--- config.mk ---
export PLATFORM = sky130hd
export DESIGN_NAME = seq_divider_hhrb98
export DESIGN_NICKNAME = d
export VERILOG_FILES = /design/src/rtl/seq_divider_hhrb98.sv
export SDC_FILE = /design/constraint.sdc
export NUM_CORES = 1
export LEC_CHECK = 0
export BUFFER_PORTS_ARGS = -buffer_cell sky130_fd_sc_hd__buf_2
export CELL_PAD_IN_SITES_DETAIL_PLACEMENT = 0
export CELL_PAD_IN_SITES_GLOBAL_PLACEMENT = 2
export CORE_ASPECT_RATIO = 1.75
export CORE_MARGIN = 2
export CORE_UTILIZATION = 37
export DETAILED_ROUTE_END_ITERATION = 7
export PLACE_DENSITY_LB_ADDON = 0.1
export SLEW_MARGIN = 20
export SYNTH_ARGS = -nofsm -noshare
export SYNTH_HDL_FRONTEND = slang
export SYNTH_SLANG_ARGS = --single-unit
--- constraint.sdc ---
create_clock -name clk -period 3.8 [get_ports clk]
set_input_delay 0.38 -clock clk [delete_from_list [all_inputs] [get_ports clk]]
set_output_delay 0.38 -clock clk [all_outputs]
set_load 0.05 [all_outputs]
--- src/rtl/seq_divider_hhrb98.sv ---
// Sequential restoring divider: one quotient bit per clock, start/busy/done handshake.
// A zero divisor takes one busy cycle, then reports all-ones quotient with div_by_zero.
module seq_divider_hhrb98 #(
  parameter int DIVIDEND_W = 8,
  parameter int DIVISOR_W  = 4
) (
  input  logic                  clk,
  input  logic                  rst,
  input  logic                  start,
  input  logic [DIVIDEND_W-1:0] dividend,
  input  logic [DIVISOR_W-1:0]  divisor,
  output logic                  busy,
  output logic                  done,
  output logic [DIVIDEND_W-1:0] quotient,
  output logic [DIVISOR_W-1:0]  remainder,
  output logic                  div_by_zero
);

  localparam int CNT_W = $clog2(DIVIDEND_W + 1);

  typedef enum logic [1:0] {IDLE, CALC, DONE} state_t;

  state_t                state;
  logic [DIVIDEND_W-1:0] dvd;
  logic [DIVISOR_W-1:0]  dvs;
  logic [DIVISOR_W-1:0]  part;
  logic [CNT_W-1:0]      cnt;
  logic                  zero_pend;

  logic [DIVISOR_W:0]    trial;
  logic                  fits;
  logic [DIVISOR_W-1:0]  next_rem;
  logic                  last;

  // When trial fits, the difference is below the divisor, so the low bits suffice.
  always_comb begin
    trial    = {part, dvd[DIVIDEND_W-1]};
    fits     = (trial >= {1'b0, dvs});
    next_rem = fits ? (trial[DIVISOR_W-1:0] - dvs) : trial[DIVISOR_W-1:0];
    last     = (cnt == CNT_W'(DIVIDEND_W - 1));
  end

  always_ff @(posedge clk or posedge rst) begin
    if (rst) begin
      state       <= IDLE;
      busy        <= 1'b0;
      done        <= 1'b0;
      quotient    <= '0;
      remainder   <= '0;
      div_by_zero <= 1'b0;
      dvd         <= '0;
      dvs         <= '0;
      part        <= '0;
      cnt         <= '0;
      zero_pend   <= 1'b0;
    end else begin
      case (state)
        IDLE, DONE: begin
          done <= 1'b0;
          if (start) begin
            dvd         <= dividend;
            dvs         <= divisor;
            part        <= '0;
            cnt         <= '0;
            zero_pend   <= (divisor == '0);
            quotient    <= '0;
            remainder   <= '0;
            div_by_zero <= 1'b0;
            busy        <= 1'b1;
            state       <= CALC;
          end else begin
            state <= IDLE;
          end
        end
        CALC: begin
          if (zero_pend) begin
            quotient    <= '1;
            remainder   <= '0;
            div_by_zero <= 1'b1;
            busy        <= 1'b0;
            done        <= 1'b1;
            state       <= DONE;
          end else begin
            // Quotient bits shift into the vacated low end of the dividend register.
            part <= next_rem;
            dvd  <= {dvd[DIVIDEND_W-2:0], fits};
            cnt  <= cnt + CNT_W'(1);
            if (last) begin
              quotient  <= {dvd[DIVIDEND_W-2:0], fits};
              remainder <= next_rem;
              busy      <= 1'b0;
              done      <= 1'b1;
              state     <= DONE;
            end
          end
        end
        default: state <= IDLE;
      endcase
    end
  end

endmodule

==> out/results.ini, run 1 <==
[run_status]
status = finished, final reports clean

[synth]
yosysWarnings = 0
ys_types = 38
synth.net_count = 227
synthSimpleGateAreaFrac_pct = 21.2
synth_xor_area_share_pct = 0.920
synth_top_cell_by_area = dfrtp_1
synth_adder_area_share_pct = 4.34
synthFlopType = dfrtp_1
synth_edf_count = 0
syn_area_per_cell_um2 = 9.24
synthMuxAreaShare_pct = 0
syn_area_um2 = 1900
synth_compound_area_share_pct = 18.9
synth-seq-cells = 38
synthArstFlopShare_pct = 100
netlist_instances = 206
synth_top_family_by_area = simple AND/OR/NAND/NOR gates
synth_top_area_share_pct = 50.0
synth_area_leaders = dfrtp_1 50%, nand2_1 8.5%, o21ai_0 6.6%, o211ai_1 3.9%, ha_1 3.3%
synth_seq_area_share_pct = 50.0

[clock_tree]
tritoncts = built
cts_buffers = 5
clkTransAtPathRegs_ps = 70
post_cts_buffers = 0
root_buffer = clkbuf_8
cts_max_level = 2
insertion_delay_ps = 280
holdBufCountCts = 0
cts.path.max_buffers = 2
cts_num_sinks = 38
cts_resized = 0

[sta]
period_needed_ps = 2260
setup_violations = 0
slew_headroom_pct = 47.3
final.setup.tns_ps = 0
rsz0062_at_grt = no
fin_ws_ps = 1540
slew_violations = 0
tightestPinTransition_ps = 790
skew_ps = 2.34
max_freq_mhz = 442
min_period_over_period_pct = 59.6
hold_violations = 0

[finish]
postLayoutCellArea_um2 = 2160
drive_gt1_share_pct = 18.1
layout.nets = 254
synthToLayoutAreaGrowth_pct = 13.7
antenna_cells = 0
final_core_util_pct = 43.5

[setup_path]
cp.arrival_ps = 2430
path_delay_family = compound AO/OA/AOI/OAI gates
crit_path_top_delay_cell = a21oi_1
rrSetupSlack_ps = 1540
critPathBufInv = 0
crit_path_start_kind = flip-flop
r2r_cells = 5
path_max_fanout = 12
path_class = reg2reg
rr_endpoint = remainder[2]
cp.required_ps = 3960
crit_path_max_incr_delay_ps = 640
cp.depth = 5
endpoint_kind = flip-flop
reg2reg_from = part[1]
crit_path_cell_trace = ha_1 -> or2_1 -> a21oi_1 -> nor4b_1 -> a311o_1

[placed_design]
gp_congestion = 0.828
pre_cts_slack_ps = 1610
io_buffers = 29
hpwlAfterDp_um = 3400
dpl-instance-area_um2 = 2080

[pwr]
ir_worst_vdd_v = 0.000590
p_leak_nw = 1.05
power.density_nw_per_um2 = 957

[floorplan]
coreArea_um2 = 4980
die_h_um = 98.9
io_pins = 30
die_area_um2 = 5760
initial_core_util_pct = 38.2
rows = 34
die_w_um = 58.2

[routing]
ant_nets = 0
remaining_drc_errors = 0
drtPass1Iterations = 4
vias = 1570
routed_wl_um = 4600
vias_per_cell = 5.49
wl_per_cell_um = 16.1
drtIter0Drc = 71

[global_route]
grt_first_pass_wirelength_um = 7980
grt_max_degree = 39
gr-total-overflow = 0
grt_pass1_vias = 1619
track_usage_pct = 18.1
antenna_found_initial = 0

[run]
max-cap-violations = 0

[worst_hold_path]
hp-class = in2async

-- worst max-delay path by stage --
stage / start / to / slack (ps)
global placement: part[1] / remainder[2] / 1680
CTS: part[1] / remainder[2] / 1590
finish: part[1] / remainder[2] / 1540
floorplan: dvd[7] / remainder[2] / 1850
detailed placement: part[1] / remainder[2] / 1610
global route: part[1] / remainder[2] / 1390
-- cells by family after synthesis --
| kind of cell | after synthesis |
|---|---|
| simple gates | 85 |
| flops | 38 |
| buf+inv | 20 |
| xor+xnor | 2 |
| compound gates | 55 |
| fa+ha+maj | 6 |
-- cell usage after synthesis (3+ instances only) --
| cell type | count |
|---|---|
| nand3_1 | 5 |
| ha_1 | 5 |
| o211ai_1 | 10 |
| nor2_1 | 14 |
| nand2b_1 | 4 |
| or4_1 | 3 |
| nand2_1 | 43 |
| nor2b_1 | 3 |
| o21ai_0 | 25 |
| buf_2 | 6 |
| dfrtp_1 | 38 |
| a31oi_1 | 7 |
| clkbuf_1 | 5 |
| inv_1 | 7 |
-- layout by cell type, fill, tap and decap left out, types with 2 or more instances in the layout --
cell type,count
nand2b_1,4
a211oi_1,2
nand4_1,2
o211ai_1,10
nor2b_1,3
nor2_1,14
nand3_1,5
inv_1,7
a31oi_1,7
nand2_1,43
buf_4,4
or2_1,2
ha_1,5
dfrtp_1,38
and3b_1,2
a22o_1,2
a21oi_1,2
or4_1,3
buf_2,29
o21ai_0,25
clkbuf_8,6
-- stage by stage --
stage | hold slack, ps | total power (W) | std cells
floorplan | 450 | 0.00154 | 206
global placement | 458 | 0.00178 | 280
detailed placement | 466 | 0.00181 | 280
CTS | 223 | 0.00209 | 286
global route | 249 | 0.00226 | 286
finish | 204 | 0.00207 | 286
-- power by group --
group	switching, W	total [W]	internal (W)
registers	0.000122	0.000689	0.000567
clock network	0.000134	0.000274	0.000140
logic	0.000742	0.00111	0.000366
total	0.000997	0.00207	0.00107
-- registers in the layout, indices dropped and copies added (netlist names) --
| register | cells |
|---|---|
| div_by_zero | 1 |
| done | 1 |
| state | 2 |
| part | 4 |
| remainder | 4 |
| dvd | 8 |
| quotient | 8 |
| cnt | 4 |
| zero_pend | 1 |
| busy | 1 |
| dvs | 4 |
-- routing by layer --
| layer | global-route usage [%] | vias up | wire (um) |
|---|---|---|---|
| met4 | 8.23 | 0 | 38 |
| met5 | 0 | - | 0 |
| met2 | 30.9 | 40 | 2440 |
| met3 | 2.89 | 2 | 171 |
| li1 | - | 765 | - |
| met1 | 21.6 | 763 | 1950 |
-- tightest hold or removal path, stage by stage --
cell and delay, ps:
buf_2 90, inv_1 40, buf_4 410
-- area by class of cell --
type	instances	area [um^2]
fillers	527	2810
flip-flops and latches	38	951
multi-input cells	148	862
repair buffers	33	175
clock buffers	6	82.6
well taps	54	67.6
inverters	7	26.3
No activity file was read; power rests on OpenSTA's default activity.
==> run 2, diff against run 1 <==
--- a/config.mk
+++ b/config.mk
@@ -10,7 +10,7 @@
 export CELL_PAD_IN_SITES_GLOBAL_PLACEMENT = 2
 export CORE_ASPECT_RATIO = 1.75
 export CORE_MARGIN = 2
-export CORE_UTILIZATION = 37
+export CORE_UTILIZATION = 34
 export DETAILED_ROUTE_END_ITERATION = 7
 export PLACE_DENSITY_LB_ADDON = 0.1
 export SLEW_MARGIN = 20
==> constraint.sdc (replaced) <==
create_clock -name clk -period 2.2 [get_ports clk]
set_input_delay 0.22 -clock clk [delete_from_list [all_inputs] [get_ports clk]]
set_output_delay 0.22 -clock clk [all_outputs]
set_load 0.05 [all_outputs]
==> run 2 against run 1 <==
  * Utilization down 2.6 points
  * Sequential cell count unchanged
  * Non-clock buffer count rose by 6
  * Via count increased by 3.6%
  * Count of clock-buffer cells in the layout is 1 higher
  * Sequential power is 73% higher
  * Combinational power up 86%
  * Critical endpoint unchanged
==> out/results.ini, run 2 (synthesis results as in run 1) <==
[routing]
ant_nets = 0  ; unchanged
wl_per_cell_um = 15.3  ; -5.0%
remaining_drc_errors = 0  ; unchanged
drtIter0Drc = 85  ; +20%
vias = 1627  ; +3.6%
routed_wl_um = 4830  ; +5.0%
drtPass1Iterations = 5  ; +1
vias_per_cell = 5.15  ; -6.2%

[pwr]
power.density_nw_per_um2 = 1670  ; +75%
combPwrFrac_pct = 54.9  ; +1.4 points
p_sw_share_pct = 47.9  ; -0.32 points
power.total_w = 0.00375  ; +81%
switching_power_w = 0.00179  ; +80%
clockPowerShare_pct = 13.4  ; +0.2 points
ir_worst_vdd_v = 0.000648  ; +9.8%
p_leak_nw = 1.08  ; +3.2%
intPower_w = 0.00196  ; +82%
p_seq_share_pct = 31.7  ; -1.6 points

[placed_design]
gp_congestion = 0.846  ; +2.1%
dpl-instance-area_um2 = 2150  ; +3.5%
placedCellCount = 308  ; +10%
pre_cts_slack_ps = 168  ; -1440 ps
hpwlAfterDp_um = 3580  ; +5.3%
io_buffers = 29  ; unchanged

[sta]
slew_violations = 0  ; unchanged
setup_violations = 0  ; unchanged
min_period_over_period_pct = 95.0  ; +35 points
max_freq_mhz = 479  ; +8.3%
rsz0062_at_grt = no
skew_ps = 6.80  ; +4.46 ps
fin_ws_ps = 111  ; -1430 ps
tightestPinTransition_ps = 497  ; -293 ps
final.setup.tns_ps = 0  ; unchanged
slew_headroom_pct = 66.8  ; +20 points
hold_violations = 0  ; unchanged
period_needed_ps = 2090  ; -174 ps

[global_route]
grt_max_degree = 39  ; unchanged
antenna_found_initial = 0  ; unchanged
grt_pass1_vias = 1577  ; -2.6%
grt_first_pass_wirelength_um = 7890  ; -1.2%
gr-total-overflow = 0  ; unchanged
track_usage_pct = 17.5  ; -0.54 points

[run]
max-cap-violations = 0  ; unchanged

[finish]
postLayoutCellArea_um2 = 2250  ; +3.8%
final_common_cell = nand2_1
antenna_cells = 0  ; unchanged
layout.nets = 260  ; +2.4%
final_cells = 316  ; +10%
final_cell_mix = 43 x nand2_1, 38 x dfrtp_1, 29 x buf_2
drive_gt1_share_pct = 20.4  ; +2.3 points
n_fill_cell = 600  ; +14%
top_regs = dvd: 8 flops, quotient: 8 flops
synthToLayoutAreaGrowth_pct = 18.0

[setup_path]
cp-startpoint = dvd[7]
rrSetupSlack_ps = 110  ; -1430 ps
path_class = reg2reg
r2r_cells = 6  ; +1
reg2reg_from = dvd[7]
cp.required_ps = 2380  ; -1580 ps
rr_endpoint = remainder[2]
critPathCapture = remainder[2]
crit_path_start_kind = flip-flop
endpoint_kind = flip-flop
cp.arrival_ps = 2260  ; -170 ps
path_max_fanout = 4  ; -8

[clock_tree]
holdBufCountCts = 0  ; unchanged
cts_resized = 0  ; unchanged
tritoncts = built
post_cts_buffers = 0  ; unchanged
cts.path.max_buffers = 2  ; unchanged
cts_max_level = 2  ; unchanged
clkTransAtPathRegs_ps = 80  ; about the same
cts_buffers = 5  ; unchanged
cts_num_sinks = 38  ; unchanged
root_buffer = clkbuf_8
insertion_delay_ps = 290  ; about the same

[floorplan]
die_w_um = 60.6  ; +4.0%
die_area_um2 = 6240  ; +8.3%
coreArea_um2 = 5500  ; +10%
io_pins = 30  ; unchanged
die_h_um = 103  ; +4.1%
initial_core_util_pct = 34.6  ; -3.6 points
rows = 36  ; +5.9%

[worst_hold_path]
hp-class = in2async

[run_status]
status = finished, final reports clean

run 2: changes by cell type in the layout (fill, tap and decap cells not counted):
cell and delta:
buf_4 +6, clkbuf_1 +1, clkinv_2 +1
run 2: layout make-up:
type	count	area, um^2	area share [%]
clock inverters	1	5.00	0.223
clock buffers	7	86.3	3.84
inverters	7	26.3	1.17
multi-input cells	148	862	38.4
well taps	76	95.1	4.23
flip-flops and latches	38	951	42.3
repair buffers	39	220	9.81
run 2: how the worst min path moves through the flow:
stage                        endpoint  slack (ps)  cells after the start
after global routing             busy          70                      3
after global placement           done         360                      3
after floorplan                dvs[0]         330                      2
after detailed placement         busy         370                      3
after CTS                        busy          60                      3
final                     quotient[5]          30                      3
run 2: power groups by stage:
| stage | logic (W) | registers (W) | clock network (W) |
|---|---|---|---|
| 2_1_floorplan | 0.00124 | 0.00142 | 0 |
| 3_3_place_gp | 0.00203 | 0.00119 | 0 |
| 3_5_place_dp | 0.00207 | 0.00121 | 0 |
| 4_1_cts | 0.00208 | 0.00119 | 0.000515 |
| 5_1_grt | 0.00231 | 0.00123 | 0.000543 |
| 6_report | 0.00206 | 0.00119 | 0.000502 |
run 2: through the flow:
step,hold slack [ps],util (%)
after floorplan,325,-
after global placement,359,39.2
after detailed placement,371,39.2
after CTS,56.6,40.9
after global routing,68.2,40.9
final,26.6,40.9
run 2: critical path: stages (launching register included):
cell,delay [ps]
dfrtp_1,400
inv_1,60
ha_1,330
nand2b_1,170
a2111oi_2,540
nor4b_1,130
a311o_1,340
run 2: layer usage:
| layer | GRT usage [%] | routed length, um |
|---|---|---|
| met1 | 19.3 | 1850 |
| met2 | 32.0 | 2690 |
| met3 | 3.51 | 179 |
| met4 | 6.69 | 116 |
| met5 | 0 | 0 |
==> run 3, diff against run 2 <==
--- a/config.mk
+++ b/config.mk
@@ -12,6 +12,7 @@
 export CORE_MARGIN = 2
 export CORE_UTILIZATION = 34
 export DETAILED_ROUTE_END_ITERATION = 7
+export GPL_TIMING_DRIVEN = 0
 export PLACE_DENSITY_LB_ADDON = 0.1
 export SLEW_MARGIN = 20
 export SYNTH_ARGS = -nofsm -noshare
==> constraint.sdc (replaced) <==
create_clock -name clk -period 2.4 [get_ports clk]
set_input_delay 0.24 -clock clk [delete_from_list [all_inputs] [get_ports clk]]
set_output_delay 0.24 -clock clk [all_outputs]
set_load 0.05 [all_outputs]
==> run 3 against run 2 <==
  * First-iteration DRC count fell by 56%
  * Global-route usage rose by 0.48 points
  * Sequential cell count did not move
  * Via count fell by 3.4%
  * Worst hold slack improved by 130 ps
  * Clock power fell by 17%
  * Sequential share of layout area fell by 0.12 points
  * Setup slack improved by 86 ps
  * Clock skew fell by 0.63 ps
==> out/results.ini, run 3 (synthesis results as in run 1) <==
[run_status]
status = finished, final reports clean

[placed_design]
io_buffers = 29  ; unchanged
gp_congestion = 0.747  ; -12%
pre_cts_slack_ps = 193  ; +25.2 ps
hpwlAfterDp_um = 3640  ; +1.6%

[routing]
remaining_drc_errors = 0  ; unchanged
ant_nets = 0  ; unchanged
vias_per_cell = 4.91  ; -4.6%
drtPass1Iterations = 6  ; +1
routed_wl_um = 4820  ; -0.27%
drtIter0Drc = 37  ; -56%
vias = 1572  ; -3.4%
wl_per_cell_um = 15.1  ; -1.5%

[clock_tree]
post_cts_buffers = 0  ; unchanged
cts_max_level = 2  ; unchanged
cts_buffers = 5  ; unchanged
cts_resized = 0  ; unchanged
insertion_delay_ps = 290  ; about the same
clkTransAtPathRegs_ps = 70  ; about the same
root_buffer = clkbuf_8
cts_num_sinks = 38  ; unchanged
tritoncts = built
cts.path.max_buffers = 2  ; unchanged

[floorplan]
die_h_um = 103  ; unchanged
io_pins = 30  ; unchanged
die_area_um2 = 6240  ; unchanged
die_w_um = 60.6  ; unchanged
rows = 36  ; unchanged
coreArea_um2 = 5500  ; unchanged
initial_core_util_pct = 34.6  ; unchanged

[sta]
hold_violations = 0  ; unchanged
min_period_over_period_pct = 91.8  ; -3.2 points
skew_ps = 6.17  ; -0.633 ps
max_freq_mhz = 454  ; -5.2%
setup_violations = 0  ; unchanged
holdWs_ps = 159  ; +133 ps
final.setup.tns_ps = 0  ; unchanged
period_needed_ps = 2200  ; +114 ps
slew_violations = 0  ; unchanged
fin_ws_ps = 197  ; +86.5 ps
slew_headroom_pct = 63.2  ; -3.7 points
rsz0062_at_grt = no
tightestPinTransition_ps = 550  ; +53.7 ps

[pwr]
p_leak_nw = 1.08  ; +0.19%
power.total_w = 0.00334  ; -11%
ir_worst_vdd_v = 0.000645  ; -0.42%
power.density_nw_per_um2 = 1480  ; -11%

[global_route]
gr-total-overflow = 0  ; unchanged
grt_max_degree = 29  ; -26%
track_usage_pct = 18.0  ; +0.48 points
grt_first_pass_wirelength_um = 8300  ; +5.2%
antenna_found_initial = 0  ; unchanged
grt_pass1_vias = 1629  ; +3.3%

[setup_path]
endpoint_kind = flip-flop
crit_path_start_kind = flip-flop
cp.arrival_ps = 2370  ; +110 ps
path_max_fanout = 10  ; +6
cp.required_ps = 2570  ; +190 ps
path_class = reg2reg

[run]
max-cap-violations = 0  ; unchanged

[finish]
layout.nets = 265  ; +1.9%
top_regs = dvd: 8 flops, quotient: 8 flops
n_fill_cell = 608  ; +1.3%
final_cell_mix = 43 x nand2_1, 38 x dfrtp_1, 35 x buf_2
final_common_cell = nand2_1
antenna_cells = 0  ; unchanged
drive_gt1_share_pct = 20.1  ; -0.33 points
synthToLayoutAreaGrowth_pct = 18.3

[worst_hold_path]
hp-class = in2reg

[run 3: changes by cell type in the layout (fill, tap and decap cells not counted), sizes merged]
cell / change
clkbuf: +3
buf: -1
clkinv: +1
dlygate4sd3: +1
[run 3: area by class of cell]
| type | instances | area, um^2 | share of cell area [%] |
|---|---|---|---|
| Inverter | 7 | 26.3 | 1.17 |
| Multi-Input combinational cell | 148 | 862 | 38.3 |
| Tap cell | 76 | 95.1 | 4.22 |
| Timing Repair Buffer | 31 | 175 | 7.78 |
| Clock inverter | 2 | 10.0 | 0.444 |
| Clock buffer | 5 | 68.8 | 3.06 |
| Sequential cell | 38 | 951 | 42.2 |
| Buffer | 13 | 63.8 | 2.83 |
[run 3: worst max-delay path: stages (launching register included)]
cell and delay (ps):
dfrtp_1 440, ha_1 360, or2_1 230, a21oi_1 240, clkbuf_1 360, nor4b_1 120, a311o_1 330
[run 3: routing by layer]
metal  GRT usage, %  up-vias  share of wire (%)
met5              0        -                  0
met4           6.69        0                1.6
met3           2.89        7                3.4
met2           31.6       30                 54
met1           21.6      739                 41
li1               -      796                  -
[run 3: path summary, 6_finish.rpt]
path	from	endpoint	slack (ps)	cells after the start
min	divisor[0]	dvs[0]	160	3
max reg2reg	part[1]	remainder[2]	200	6
min in group asynchronous	rst	done	430	3
min reg2reg	quotient[6]	quotient[6]	480	2
max in group asynchronous	rst	remainder[1]	1530	4
max	part[1]	remainder[2]	200	6
[run 3: per-stage QoR]
step | instance area, um^2 | std cells | utilization (%)
final | 2250 | 320 | 41.0
after CTS | 2250 | 320 | 41.0
after global routing | 2250 | 320 | 41.0
after detailed placement | 2160 | 312 | 39.4
after global placement | 2140 | 311 | 39.0
after floorplan | 1900 | 206 | -
[run 3: what timing repair did]
item | in CTS | in global routing
endpoints found under the setup margin | 0 | 0
endpoints found under the hold margin | 10 | 0
hold buffers | 1 | 0
[run 3: where the power goes]
group          switching [W]  internal [W]  leakage [nW]
Clock               0.000223      0.000195        0.0438
Combinational        0.00122      0.000619         0.561
Sequential          0.000186      0.000898         0.480
